==> src/rtl/picosoc_led_pwm.sv <==
// picosoc_led_pwm: memory-mapped LED controller for the picosoc native bus.
// Each LED has a direct on/off bit and an 8-bit PWM brightness.
// A global blink generator can gate all LEDs on and off together.
// Bus accesses complete with a single-cycle mem_ready pulse one cycle after the request.

module picosoc_led_pwm #(
    parameter logic [31:0] BASE_ADDR = 32'h0300_0000,
    parameter int          PRESCALE  = 16
) (
    input  logic        clk,
    input  logic        resetn,
    input  logic        mem_valid,
    input  logic [31:0] mem_addr,
    input  logic [31:0] mem_wdata,
    input  logic [3:0]  mem_wstrb,
    output logic        mem_ready,
    output logic [31:0] mem_rdata,
    output logic [7:0]  led
);

    // Prescaler width; a PRESCALE of 1 still needs a one-bit counter that stays at zero
    localparam int             PW         = (PRESCALE > 1) ? $clog2(PRESCALE) : 1;
    localparam logic [PW-1:0]  PRESC_LAST = PW'(PRESCALE - 1);

    logic        sel;
    logic        is_write;
    logic [5:0]  word;
    logic        wr_ctrl;
    logic        wr_out;
    logic        wr_dlo;
    logic        wr_dhi;
    logic        wr_blink;
    logic [31:0] rd_val;

    logic [1:0]  ctrl;
    logic [7:0]  led_out;
    logic [7:0]  duty [8];
    logic [23:0] blink_half;
    logic        blink_phase;
    logic [23:0] blink_cnt;
    logic [23:0] blink_last;

    logic [PW-1:0] presc;
    logic [7:0]    pwm_cnt;
    logic          step;
    logic          frame;
    logic [7:0]    pwm_on;
    logic [7:0]    led_next;

    // The two byte-offset bits are not used for decoding; registers are word aligned
    logic unused_addr;
    assign unused_addr = ^mem_addr[1:0];

    // The !mem_ready term keeps a held request from being answered twice
    assign sel      = mem_valid && (mem_addr[31:8] == BASE_ADDR[31:8]) && !mem_ready;
    assign is_write = |mem_wstrb;
    assign word     = mem_addr[7:2];
    assign wr_ctrl  = sel && is_write && (word == 6'h00);
    assign wr_out   = sel && is_write && (word == 6'h01);
    assign wr_dlo   = sel && is_write && (word == 6'h02);
    assign wr_dhi   = sel && is_write && (word == 6'h03);
    assign wr_blink = sel && is_write && (word == 6'h04);

    assign step       = (presc == PRESC_LAST);
    assign frame      = step && (pwm_cnt == 8'hFF);
    assign blink_last = (blink_half == 24'd0) ? 24'd0 : (blink_half - 24'd1);

    // Read-data mux; unused bits and unmapped offsets read as zero
    always_comb begin
        rd_val = 32'h0;
        case (word)
            6'h00:   rd_val = {30'h0, ctrl};
            6'h01:   rd_val = {24'h0, led_out};
            6'h02:   rd_val = {duty[3], duty[2], duty[1], duty[0]};
            6'h03:   rd_val = {duty[7], duty[6], duty[5], duty[4]};
            6'h04:   rd_val = {8'h0, blink_half};
            6'h05:   rd_val = {16'h0, pwm_cnt, 7'h0, blink_phase};
            default: rd_val = 32'h0;
        endcase
    end

    // Bus response: one-cycle ready pulse, read data only alongside a read's ready
    always_ff @(posedge clk or negedge resetn) begin
        if (!resetn) begin
            mem_ready <= 1'b0;
            mem_rdata <= 32'h0;
        end else begin
            mem_ready <= sel;
            mem_rdata <= (sel && !is_write) ? rd_val : 32'h0;
        end
    end

    // Control, output and duty registers, written per byte lane
    always_ff @(posedge clk or negedge resetn) begin
        if (!resetn) begin
            ctrl       <= 2'b01;
            led_out    <= 8'h00;
            blink_half <= 24'd1;
            for (int i = 0; i < 8; i++) begin
                duty[i] <= 8'hFF;
            end
        end else begin
            if (wr_ctrl && mem_wstrb[0]) begin
                ctrl <= mem_wdata[1:0];
            end
            if (wr_out && mem_wstrb[0]) begin
                led_out <= mem_wdata[7:0];
            end
            for (int i = 0; i < 4; i++) begin
                if (wr_dlo && mem_wstrb[i]) begin
                    duty[i] <= mem_wdata[8*i +: 8];
                end
                if (wr_dhi && mem_wstrb[i]) begin
                    duty[i+4] <= mem_wdata[8*i +: 8];
                end
            end
            for (int i = 0; i < 3; i++) begin
                if (wr_blink && mem_wstrb[i]) begin
                    blink_half[8*i +: 8] <= mem_wdata[8*i +: 8];
                end
            end
        end
    end

    // Prescaler and PWM counter; a PWM wrap marks the end of a frame
    always_ff @(posedge clk or negedge resetn) begin
        if (!resetn) begin
            presc   <= '0;
            pwm_cnt <= 8'h00;
        end else begin
            presc <= step ? '0 : presc + 1'b1;
            if (step) begin
                pwm_cnt <= pwm_cnt + 8'd1;
            end
        end
    end

    // Blink generator; a BLINK write restarts the period and overrides a coincident frame tick
    always_ff @(posedge clk or negedge resetn) begin
        if (!resetn) begin
            blink_cnt   <= 24'd0;
            blink_phase <= 1'b1;
        end else if (wr_blink) begin
            blink_cnt   <= 24'd0;
            blink_phase <= 1'b1;
        end else if (frame) begin
            if (blink_cnt == blink_last) begin
                blink_cnt   <= 24'd0;
                blink_phase <= ~blink_phase;
            end else begin
                blink_cnt <= blink_cnt + 24'd1;
            end
        end
    end

    // Combined LED enable: duty 0xFF is fully on with no one-step gap
    always_comb begin
        pwm_on = 8'h00;
        for (int i = 0; i < 8; i++) begin
            pwm_on[i] = (duty[i] == 8'hFF) || (pwm_cnt < duty[i]);
        end
        led_next = {8{ctrl[0] & (~ctrl[1] | blink_phase)}} & led_out & pwm_on;
    end

    // Registered LED drive
    always_ff @(posedge clk or negedge resetn) begin
        if (!resetn) begin
            led <= 8'h00;
        end else begin
            led <= led_next;
        end
    end

endmodule
==> config.mk <==
export PLATFORM = sky130hd
export DESIGN_NAME = picosoc_led_pwm
export DESIGN_NICKNAME = d
export VERILOG_FILES = /design/src/rtl/picosoc_led_pwm.sv
export SDC_FILE = /design/constraint.sdc
export NUM_CORES = 1
export LEC_CHECK = 0
export ABC_AREA = 1
export BUFFER_PORTS_ARGS = -buffer_cell sky130_fd_sc_hd__buf_2
export CORE_ASPECT_RATIO = 1.4
export CORE_MARGIN = 2
export CORE_UTILIZATION = 40
export DETAILED_ROUTE_END_ITERATION = 7
export GPL_TIMING_DRIVEN = 0
export PLACE_DENSITY = 0.7
export SKIP_CTS_REPAIR_TIMING = 1
export SYNTH_ARGS = -nofsm -noshare
export SYNTH_HDL_FRONTEND = slang
export SYNTH_SLANG_ARGS = --single-unit
==> constraint.sdc <==
create_clock -name clk -period 3.27 [get_ports clk]
set_clock_uncertainty 0.1 [all_clocks]
set_input_delay 0.327 -clock clk [delete_from_list [all_inputs] [get_ports clk]]
set_output_delay 0.327 -clock clk [all_outputs]
set_load 0.005 [all_outputs]
==> summary.md, run 1 <==
| Metric | Value |
|---|---|
| Largest family of logic cells by synthesized area | `simple AND/OR/NAND/NOR gates` |
| Hpwl dp | `23.2 mm` |
| Largest fanout on the critical path | `10` |
| Internal power | `3360 uW` |
| Drt initial violations | `812` |
| CTS tree | `built` |
| Crit path time final | `2.98 ns` |
| Ports | `112` |
| PD cells | `roughly 370 nW/um^2` |
| Lkg Pwr | `0.00524 uW` |
| Die W | `140 um` |
| Clock share of power | `46.7%` |
| Worst EP required | `3.52 ns` |
| H-tree Lvls | `4` |
| Drt total wl | `30.2 mm` |
| Max IR drop VDD | `~370 uV` |
| Clock-pin slew on the worst setup and hold paths | `roughly 0.07 ns` |
| Clock root buffer master | `clkbuf_16` |
| Placed Instances | `1746` |
| Clock buffer depth | `2` |
| Drt first pass iters | `6` |
| DR DRC count | `0` |
| Worst reg2reg setup slack | `about 0.29 ns` |
| Dominant cells by area after synthesis | `dfrtp_1 (26%), dfstp_2 (17%), nand2_1 (12%)` |
| Max-slew headroom | `around a third` |
| Post-Synth Adder-Cell Area | `7.27%` |
| RSZ-0062 raised after global routing | `no` |
| Yosys warns | `0` |
| Switch share | `23.1%` |
| Antenna violations before repair | `0` |
| Worst slew pin tran | `1.00 ns` |
| Maximum clock rate | `335 MHz` |
| Number of flops mapped to enable cells by yosys | `0` |
| # clock sinks | `176` |
| Placer Congestion | `0.947` |
| Register area share after synthesis | `a little over two fifths` |
| Hold WS | `0.0143 ns` |
| Mapped Area | `10300 sq um` |
| Die footprint | `between 20000 and 30000 sq um` |
| Syn Nets | `1448` |
| Synth top cells by count | `nand2_1 (326), inv_1 (180), dfrtp_1 (109)` |
| Ant diodes | `0` |
| Final setup fails | `0` |
| DP Worst Slack | `0.179 ns` |
| Simple-gate share of the synthesized area | `~25%` |
| Seq pwr share | `49.9%` |
| Library cells used by synthesis | `43` |
| Via Count | `9557` |
| Worst hold path cell count | `3` |
| Finished Layout Cells | `1779` |
| Fillers | `2528` |
| Final hold vios | `0` |
| Avg Cell Area, Syn | `7.84 sq um` |
| Status | `completed` |
| Num rows | `69` |
| R2R Path Start | `mem_ready$_DFF_PN0_` |
| Comb power frac | `3.4%` |
| Critical Path AT | `~3.2 ns` |
| Multiplexer area fraction after synthesis | `0%` |
| Sw power | `between 1000 and 1500 uW` |
| Worst skew pair latency | `0.45 ns` |
| Startpoint Class | `flop` |
| Cell taking the most area after synthesis | `dfrtp_1` |
| Post-Synth XOR/XNOR Area | `2.71%` |
| Primary FF master, synth | `dfrtp_1` |
| Share of the synthesized area in the top cell type | `26.4%` |
| Global route total overflow | `0` |
| Worst reg2reg path depth | `8` |
| Worst setup path category | `flop to flop` |
| Max-cap viol count | `0` |
| Hold Path End | `duty[1]$_DFFE_PN1P_` |
| Total power | `between 4000 and 5000 uW` |
| Total Routing Usage GR | `22.5%` |
| Post-route clock period utilization | `between 90% and 100%` |
| PortBufs | `109` |
| CP Capture Type | `flop` |
| Drt via density | `5.37` |
| Util after Layout | `46.9%` |
| Nets | `1578` |
| Die height | `around 190 um` |
| Synth Area in Compound Gates | `13.1%` |
| Routed len/inst | `17.0 um` |
| Register bit count reported by yosys | `176` |
| Worst Hold Launch | `mem_wdata[25]` |
| Total CTS buffers | `17` |
| Initial Util | `between 40% and 50%` |
| Layout cells sized above 1 | `approximately 16%` |
| Async set-or-reset flop fraction in the synthesized netlist | `100%` |
| Final ANT Viol Nets | `0` |
| Synthesized instance count | `1317` |
| First-pass GRT wire length | `48.3 mm` |
| Vias in the first global route | `9412` |
| Crit Reg-Reg Endpoint | `led_out[0]$_DFFE_PN0P_` |
| Largest net degree at the start of global routing | `90` |
| Hold Path Class | `input port to flop` |
| Core region area | `between 20000 and 30000 sq um` |
| Top-count cell post-synth | `nand2_1` |
| Setup ws final | `roughly 0.29 ns` |
| Slew Viols, Final | `0` |
| Area Overhead vs Synth | `15.2%` |
## sequential cells by signal (all words and copies together) (netlist names)
name	cells
blink_cnt	24
pwm_cnt	8
mem_rdata	32
blink_half	24
duty	64
presc	4
blink_phase	1
led	8
ctrl	2
mem_ready	1
led_out	8
## kinds of logic (layout without fill, tap and decap cells)
logic type	count (synthesis)	in the layout
AOI/OAI and AO/OA	235	235
xor gates and xnor gates	32	32
adders and majority gates	60	60
buffers and inverters	216	359
DFF	176	176
and+or+nand+nor	598	598
## power by group through the flow
stage	logic [uW]	clock network [uW]	registers (uW)
2_1_floorplan	29.3	0	2220
3_3_place_gp	141	0	2220
3_5_place_dp	148	0	2220
4_1_cts	148	2070	2180
5_1_grt	165	2160	2180
6_report	147	2040	2180
## stage by stage
step                instance area (sq um)  setup TNS [ns]
CTS                                 11900               0
detailed placement                  11300               0
global route                        11900               0
global placement                    11300          -95.84
finish                              11900               0
floorplan                           10300               0
## area by class of cell
class | count | area, sq um | share of cell area [%]
Buffer | 31 | 140 | 1.18
Clock buffer | 18 | 429 | 3.60
Clock inverter | 14 | 153 | 1.28
Inverter | 185 | 694 | 5.83
Multi-Input combinational cell | 925 | 5010 | 42.1
Sequential cell | 176 | 4490 | 37.7
Tap cell | 319 | 399 | 3.35
Timing Repair Buffer | 111 | 593 | 4.98
## worst max-delay path by stage
| stage | startpoint | endpoint | slack, ns | cells after the start |
|---|---|---|---|---|
| after floorplan | blink_half[0]$_DFFE_PN1P_ | blink_cnt[12]$_DFFE_PN0P_ | 0.90 | 16 |
| after global placement | resetn | mem_rdata[0]$_DFF_PN0_ | -0.89 | 1 |
| after detailed placement | mem_addr[9] | duty[3]$_DFFE_PN1P_ | 0.18 | 8 |
| after CTS | pwm_cnt[1]$_DFFE_PN0P_ | blink_cnt[18]$_DFFE_PN0P_ | 0.23 | 12 |
| after global routing | pwm_cnt[1]$_DFFE_PN0P_ | blink_cnt[16]$_DFFE_PN0P_ | 0.12 | 12 |
| final | mem_ready$_DFF_PN0_ | led_out[0]$_DFFE_PN0P_ | 0.29 | 8 |
## critical path: stages, from the launching register on
cell and delay (ns):
dfrtp_1 0.37, inv_1 0.08, nand2_1 0.05, nor3_1 0.22, nand3_1 0.17, nor3_2 0.78
nand3_1 0.49, clkbuf_1 0.35, o21ai_0 0.27
## cell usage in the layout, fill, tap and decap left out, drive strengths merged
master / instances
xnor2: 2
o21a: 8
nand3: 68
a22oi: 19
a221oi: 1
nor4: 8
dlygate4sd3: 1
xor2: 30
nor3: 16
nand4: 59
bufinv: 2
o211ai: 8
clkbuf: 42
buf: 117
and2: 2
clkinv: 8
a21oi: 54
nand2: 330
clkinvlp: 2
nor2: 100
o21bai: 2
dfrtp: 109
or2: 6
a21boi: 9
o22ai: 1
a2111o: 1
nand3b: 2
a21o: 1
a2bb2oi: 1
o21ai: 106
dfstp: 67
a41oi: 6
a31oi: 18
nor3b: 7
ha: 60
inv: 187
## layer usage
| metal | part of all wire, % | vias to the layer above | GRT usage (%) |
|---|---|---|---|
| li1 | - | 4639 | - |
| met1 | 38 | 4496 | 25.0 |
| met2 | 51 | 300 | 39.4 |
| met3 | 3.8 | 122 | 3.19 |
| met4 | 7.1 | 0 | 15.7 |
| met5 | 0 | - | 0 |
(Power assumes the default switching activity.)
==> run 2: changes to the inputs <==
Settings changed: CTS_BUF_LIST set to sky130_fd_sc_hd__clkbuf_16.
==> summary.md, run 2 (synthesis results as in run 1) <==
| Metric | Value |
|---|---|
| Status | `completed` |
| Top delay family on crit path | `simple AND/OR/NAND/NOR gates` |
| Drt initial violations | `812 (unchanged)` |
| Critical Path AT | `3.23 ns (about the same)` |
| Crit-path cells | `inv_1 -> nand2_1 -> nor3_1 -> nand3_1 -> nor3_2 -> nand3_1 -> clkbuf_1 -> o21ai_0` |
| Worst stage delay on the critical path | `0.78 ns (about the same)` |
| DP Worst Slack | `0.179 ns (unchanged)` |
| Largest fanout on the critical path | `10 (unchanged)` |
| Ports | `112 (unchanged)` |
| Worst EP required | `3.52 ns (about the same)` |
| Core region area | `25400 sq um (unchanged)` |
| Total CTS buffers | `17 (unchanged)` |
| Die footprint | `27100 sq um (unchanged)` |
| Nets | `1578 (unchanged)` |
| Worst path bufs/invs | `2 (unchanged)` |
| Post-route cell area | `11900 sq um (unchanged)` |
| Maximum clock rate | `335 MHz (about the same)` |
| Setup ws final | `0.288 ns (-0.0000620 ns)` |
| # clock sinks | `176 (unchanged)` |
| Drt first pass iters | `6 (unchanged)` |
| Worst skew pair latency | `0.44 ns (about the same)` |
| Drt via density | `5.38 (+0.15%)` |
| CTS tree | `built` |
| Clock-pin slew on the worst setup and hold paths | `0.07 ns (about the same)` |
| Commonest non-fill, non-tap cell in the layout | `nand2_1` |
| CP dominant cell by count | `nand3_1` |
| Largest net degree at the start of global routing | `90 (unchanged)` |
| Area Overhead vs Synth | `15.2% (unchanged)` |
| Ant diodes | `0 (unchanged)` |
| Max-slew headroom | `32.7% (-0.054 points)` |
| Clock buffer depth | `2 (unchanged)` |
| Max IR drop VDD | `371 uV (about the same)` |
| Most frequent cells in the layout | `nand2_1 (326), inv_1 (181), buf_2 (112)` |
| Initial Util | `40.7% (unchanged)` |
| Max reg flops | `64 (unchanged)` |
| Top flop regs | `duty x64, mem_rdata x32` |
| Layout cells sized above 1 | `16.1% (unchanged)` |
| Final hold vios | `0 (unchanged)` |
| Global route total overflow | `0 (unchanged)` |
| Biggest register | `duty` |
| Crit path time final | `2.98 ns (+0.0000620 ns)` |
| CP max stage cell | `nor3_2` |
| Placer Congestion | `0.947 (unchanged)` |
| First-pass GRT wire length | `48.3 mm (unchanged)` |
| Slew Viols, Final | `0 (unchanged)` |
| Worst slew pin tran | `1.00 ns (+0.000811 ns)` |
| DR top layer | `met4` |
| Metal1 wirelength | `11.3 mm (-0.70%)` |
| RSZ-0062 raised after global routing | `no` |
| Total power | `4370 uW (about the same)` |
| Die W | `140 um (unchanged)` |
| Routed len/inst | `17.0 um (+0.11%)` |
| Max-cap viol count | `0 (unchanged)` |
| PD cells | `367 nW/um^2 (about the same)` |
| Met3 WL post-DR | `1.24 mm (+7.9%)` |
| Clock root buffer master | `clkbuf_16` |
| Fillers | `2528 (unchanged)` |
| Wire length on met2 | `15.4 mm (-0.20%)` |
| DR DRC count | `0 (unchanged)` |
| Hold Path Class | `input port to flop` |
| Drt total wl | `30.2 mm (+0.11%)` |
| Num rows | `69 (unchanged)` |
| Final setup fails | `0 (unchanged)` |
| PortBufs | `109 (unchanged)` |
| Worst setup path category | `flop to flop` |
| Total Routing Usage GR | `22.5% (unchanged)` |
| Area after DPL | `11300 sq um (unchanged)` |
| Die height | `194 um (unchanged)` |
| H-tree Lvls | `4 (unchanged)` |
| CP Capture Type | `flop` |
| Via Count | `9571 (+0.15%)` |
| Startpoint Class | `flop` |
| Lkg Pwr | `0.00524 uW (about the same)` |
| Antenna violations before repair | `0 (unchanged)` |
| Hpwl dp | `23.2 mm (unchanged)` |
| Vias in the first global route | `9412 (unchanged)` |
| Final ANT Viol Nets | `0 (unchanged)` |
| Post-route clock period utilization | `91.2% (about the same)` |
run 2: changes by cell type in the layout (fill, tap and decap cells not counted), sizes merged:
cell    before  now
inv        187  188
clkbuf      42   41
run 2: path summary, 6_finish.rpt:
path	cells past startpoint	slack (ns)	startpoint	end
max	8	0.29	mem_ready$_DFF_PN0_	led_out[0]$_DFFE_PN0P_
min	3	0.01	mem_wdata[25]	duty[1]$_DFFE_PN1P_
max reg2reg	8	0.29	mem_ready$_DFF_PN0_	led_out[0]$_DFFE_PN0P_
min reg2reg	1	0.39	presc[1]$_DFF_PN0_	presc[1]$_DFF_PN0_
max in group asynchronous	3	1.82	resetn	duty[58]$_DFFE_PN1P_
min in group asynchronous	2	0.36	resetn	mem_rdata[25]$_DFF_PN0_
run 2: routing by layer:
metal | GRT usage, % | up-vias
met5 | 0 | -
met4 | 15.7 | 0
met3 | 3.19 | 127
met2 | 39.4 | 322
met1 | 25.0 | 4484
li1 | - | 4638
run 2: cell type report:
type / count / area (sq um) / share of cell area (%)
Multi-Input combinational cell: 925 / 5010 / 42.1
Sequential cell: 176 / 4490 / 37.7
Inverter: 185 / 694 / 5.83
Timing Repair Buffer: 111 / 593 / 4.98
Clock buffer: 17 / 425 / 3.57
Tap cell: 319 / 399 / 3.35
Clock inverter: 15 / 156 / 1.31
Buffer: 31 / 140 / 1.18
run 2: worst register-to-register path, cell delays in order, from the launching register on:
cell and delay [ns]:
dfrtp_1 0.37, inv_1 0.08, nand2_1 0.05, nor3_1 0.22, nand3_1 0.17, nor3_2 0.78, nand3_1 0.50, clkbuf_1 0.35
o21ai_0 0.27
run 2: power by group:
part / leakage (uW) / switching (uW) / internal, uW
clock: 0.000285 / 910 / 1130
sequential: 0.00220 / 0.0000238 / 2180
combinational: 0.00276 / 103 / 43.6
total: 0.00524 / 1010 / 3360
run 2: per-stage QoR:
| stage | setup TNS (ns) | hold WS [ns] | utilization [%] | std cells |
|---|---|---|---|---|
| floorplan | 0 | -0.0686 | - | 1317 |
| global placement | -95.84 | 0.372 | 44.4 | 1745 |
| detailed placement | 0 | 0.269 | 44.6 | 1746 |
| CTS | 0 | -0.201 | 46.9 | 1778 |
| global route | 0 | 0.0372 | 46.9 | 1779 |
| finish | 0 | 0.0145 | 46.9 | 1779 |
==> run 3: changes to the inputs <==
Settings changed: ABC_CLOCK_PERIOD_IN_PS set to 3820, SETUP_SLACK_MARGIN set to 0.02.
Clock period 3.27 ns to 3.82 ns, I/O delays scaled along.
==> summary.md, run 3 (synthesis results as in run 1) <==
| Metric | Value |
|---|---|
| RSZ-0062 raised after global routing | `no` |
| Placer Congestion | `0.947 (unchanged)` |
| R2R Path Start | `pwm_cnt[1]$_DFFE_PN0P_` |
| Worst reg2reg path depth | `12 (+4)` |
| Seq pwr share | `49.9% (about the same)` |
| Total Routing Usage GR | `22.5% (unchanged)` |
| Hold Path Class | `input port to flop` |
| Nets | `1578 (unchanged)` |
| H-tree Lvls | `4 (unchanged)` |
| Finished Layout Cells | `1779 (unchanged)` |
| Largest fanout on the critical path | `12 (+2)` |
| Post-route clock period utilization | `79.0% (-12 points)` |
| CTS tree | `built` |
| Clock root buffer master | `clkbuf_16` |
| Worst setup path category | `flop to flop` |
| Antenna violations before repair | `0 (unchanged)` |
| Total CTS buffers | `17 (unchanged)` |
| Max-slew headroom | `32.7% (unchanged)` |
| # clock sinks | `176 (unchanged)` |
| Wire length on met2 | `15.4 mm (unchanged)` |
| Total power | `3740 uW (-14%)` |
| Max-cap viol count | `0 (unchanged)` |
| Clock-pin slew on the worst setup and hold paths | `0.07 ns (about the same)` |
| Initial Util | `40.7% (unchanged)` |
| FF+latch area | `4490 sq um (about the same)` |
| Area Overhead vs Synth | `15.2% (about the same)` |
| Status | `completed` |
| Max IR drop VDD | `318 uV (-14%)` |
| Hold WS | `0.0695 ns (+0.0550 ns)` |
| Via Count | `9571 (unchanged)` |
| Fillers | `2529 (+0.040%)` |
| Routed len/inst | `17.0 um (unchanged)` |
| DR DRC count | `0 (unchanged)` |
| Drt initial violations | `812 (unchanged)` |
| Hold Path End | `duty[1]$_DFFE_PN1P_` |
| Worst skew pair latency | `0.44 ns (about the same)` |
| Sw power | `868 uW (-14%)` |
| Max reg flops | `64 (unchanged)` |
| Crit path time final | `3.02 ns (+0.0346 ns)` |
| Switch share | `23.2% (about the same)` |
| Biggest register | `duty` |
| Clock share of power | `46.7% (about the same)` |
| Lkg Pwr | `0.00524 uW (about the same)` |
| Die footprint | `27100 sq um (unchanged)` |
| Ports | `112 (unchanged)` |
| Hpwl dp | `23.2 mm (unchanged)` |
| Worst reg2reg setup slack | `0.80 ns (+0.52 ns)` |
| DP Worst Slack | `0.674 ns (+0.495 ns)` |
| Footprint of the multi-input gates | `5010 sq um (unchanged)` |
| Setup ws final | `0.803 ns (+0.515 ns)` |
| PD cells | `314 nW/um^2 (-14%)` |
| Final ANT Viol Nets | `0 (unchanged)` |
| Commonest non-fill, non-tap cell in the layout | `nand2_1` |
| Global route total overflow | `0 (unchanged)` |
| Internal power | `2870 uW (-14%)` |
| Worst slew pin tran | `1.00 ns (unchanged)` |
| Layout cells sized above 1 | `16.0% (-0.068 points)` |
| Drt total wl | `30.2 mm (unchanged)` |
| Ant diodes | `0 (unchanged)` |
| PortBufs | `109 (unchanged)` |
| Worst hold path cell count | `3 (unchanged)` |
| Most frequent cells in the layout | `nand2_1 (326), inv_1 (181), buf_2 (112)` |
| Slew Viols, Final | `0 (unchanged)` |
| Core region area | `25400 sq um (unchanged)` |
| Startpoint Class | `flop` |
| Top flop regs | `duty x64, mem_rdata x32` |
| Worst Hold Launch | `mem_wdata[25]` |
| Largest net degree at the start of global routing | `90 (unchanged)` |
| Clock buffer depth | `2 (unchanged)` |
| Crit Reg-Reg Endpoint | `blink_cnt[18]$_DFFE_PN0P_` |
| First-pass GRT wire length | `48.3 mm (unchanged)` |
| DR top layer | `met4` |
| Final hold vios | `0 (unchanged)` |
| CP Capture Type | `flop` |
| Drt first pass iters | `6 (unchanged)` |
| Drt via density | `5.38 (unchanged)` |
| Final setup fails | `0 (unchanged)` |
| Critical Path AT | `3.29 ns (+0.06 ns)` |
| Die W | `140 um (unchanged)` |
| Comb power frac | `3.4% (about the same)` |
| Maximum clock rate | `331 MHz (-1.1%)` |
| Metal1 wirelength | `11.3 mm (unchanged)` |
| Worst EP required | `4.10 ns (+0.58 ns)` |
| Num rows | `69 (unchanged)` |
| Setup TNS | `0 ns (unchanged)` |
| Placed Instances | `1746 (unchanged)` |
| Vias in the first global route | `9412 (unchanged)` |
| Met3 WL post-DR | `1.24 mm (unchanged)` |
| Die height | `194 um (unchanged)` |
[run 3: cell types whose count changed in the layout (fill, tap and decap cells not counted)]
cell     change
dfrtp_1      +1
dfrtp_2      -1
[run 3: final cells by class]
cell class / instances / area share, %
plain buffers: 31 / 1.18
clock buffers: 17 / 3.57
clock inverters: 15 / 1.31
inverters: 185 / 5.83
multi-input cells: 925 / 42.1
flip-flops and latches: 176 / 37.7
well taps: 319 / 3.35
repair buffers: 111 / 4.98
[run 3: how the worst max path moves through the flow]
stage | cells after the start | startpoint | end | slack [ns]
2_1_floorplan | 16 | blink_half[0]$_DFFE_PN1P_ | blink_cnt[12]$_DFFE_PN0P_ | 1.45
3_3_place_gp | 1 | resetn | mem_rdata[0]$_DFF_PN0_ | -0.40
3_5_place_dp | 8 | mem_addr[9] | duty[3]$_DFFE_PN1P_ | 0.67
4_1_cts | 12 | pwm_cnt[1]$_DFFE_PN0P_ | blink_cnt[18]$_DFFE_PN0P_ | 0.78
5_1_grt | 12 | pwm_cnt[1]$_DFFE_PN0P_ | blink_cnt[16]$_DFFE_PN0P_ | 0.46
6_report | 12 | pwm_cnt[1]$_DFFE_PN0P_ | blink_cnt[18]$_DFFE_PN0P_ | 0.80
[run 3: power groups by stage]
stage          Sequential, uW  Clock [uW]  Combinational [uW]
2_1_floorplan            1900           0                25.1
3_3_place_gp             1900           0                 120
3_5_place_dp             1900           0                 126
4_1_cts                  1870        1770                 127
5_1_grt                  1870        1850                 141
6_report                 1870        1750                 126
[run 3: critical path: stages, from the launching register on]
cell and delay, ns:
dfrtp_1 0.70, ha_1 0.27, inv_1 0.06, nor3_1 0.24, nand2_1 0.12, nor2_1 0.32
nand3_1 0.16, nand2_1 0.25, nand3_1 0.21, nor2_1 0.19, nand2_1 0.08, xor2_1 0.14
a21oi_1 0.11
[run 3: metrics by stage]
step / util, % / instance area [sq um]
2_1_floorplan: - / 10300
3_3_place_gp: 44.4 / 11300
3_5_place_dp: 44.6 / 11300
4_1_cts: 46.9 / 11900
5_1_grt: 46.9 / 11900
6_report: 46.9 / 11900
[run 3: routing by layer]
metal	vias to the layer above	global-route usage, %
met1	4484	25.0
met2	322	39.4
li1	4638	-
met5	-	0
met4	0	15.7
met3	127	3.19
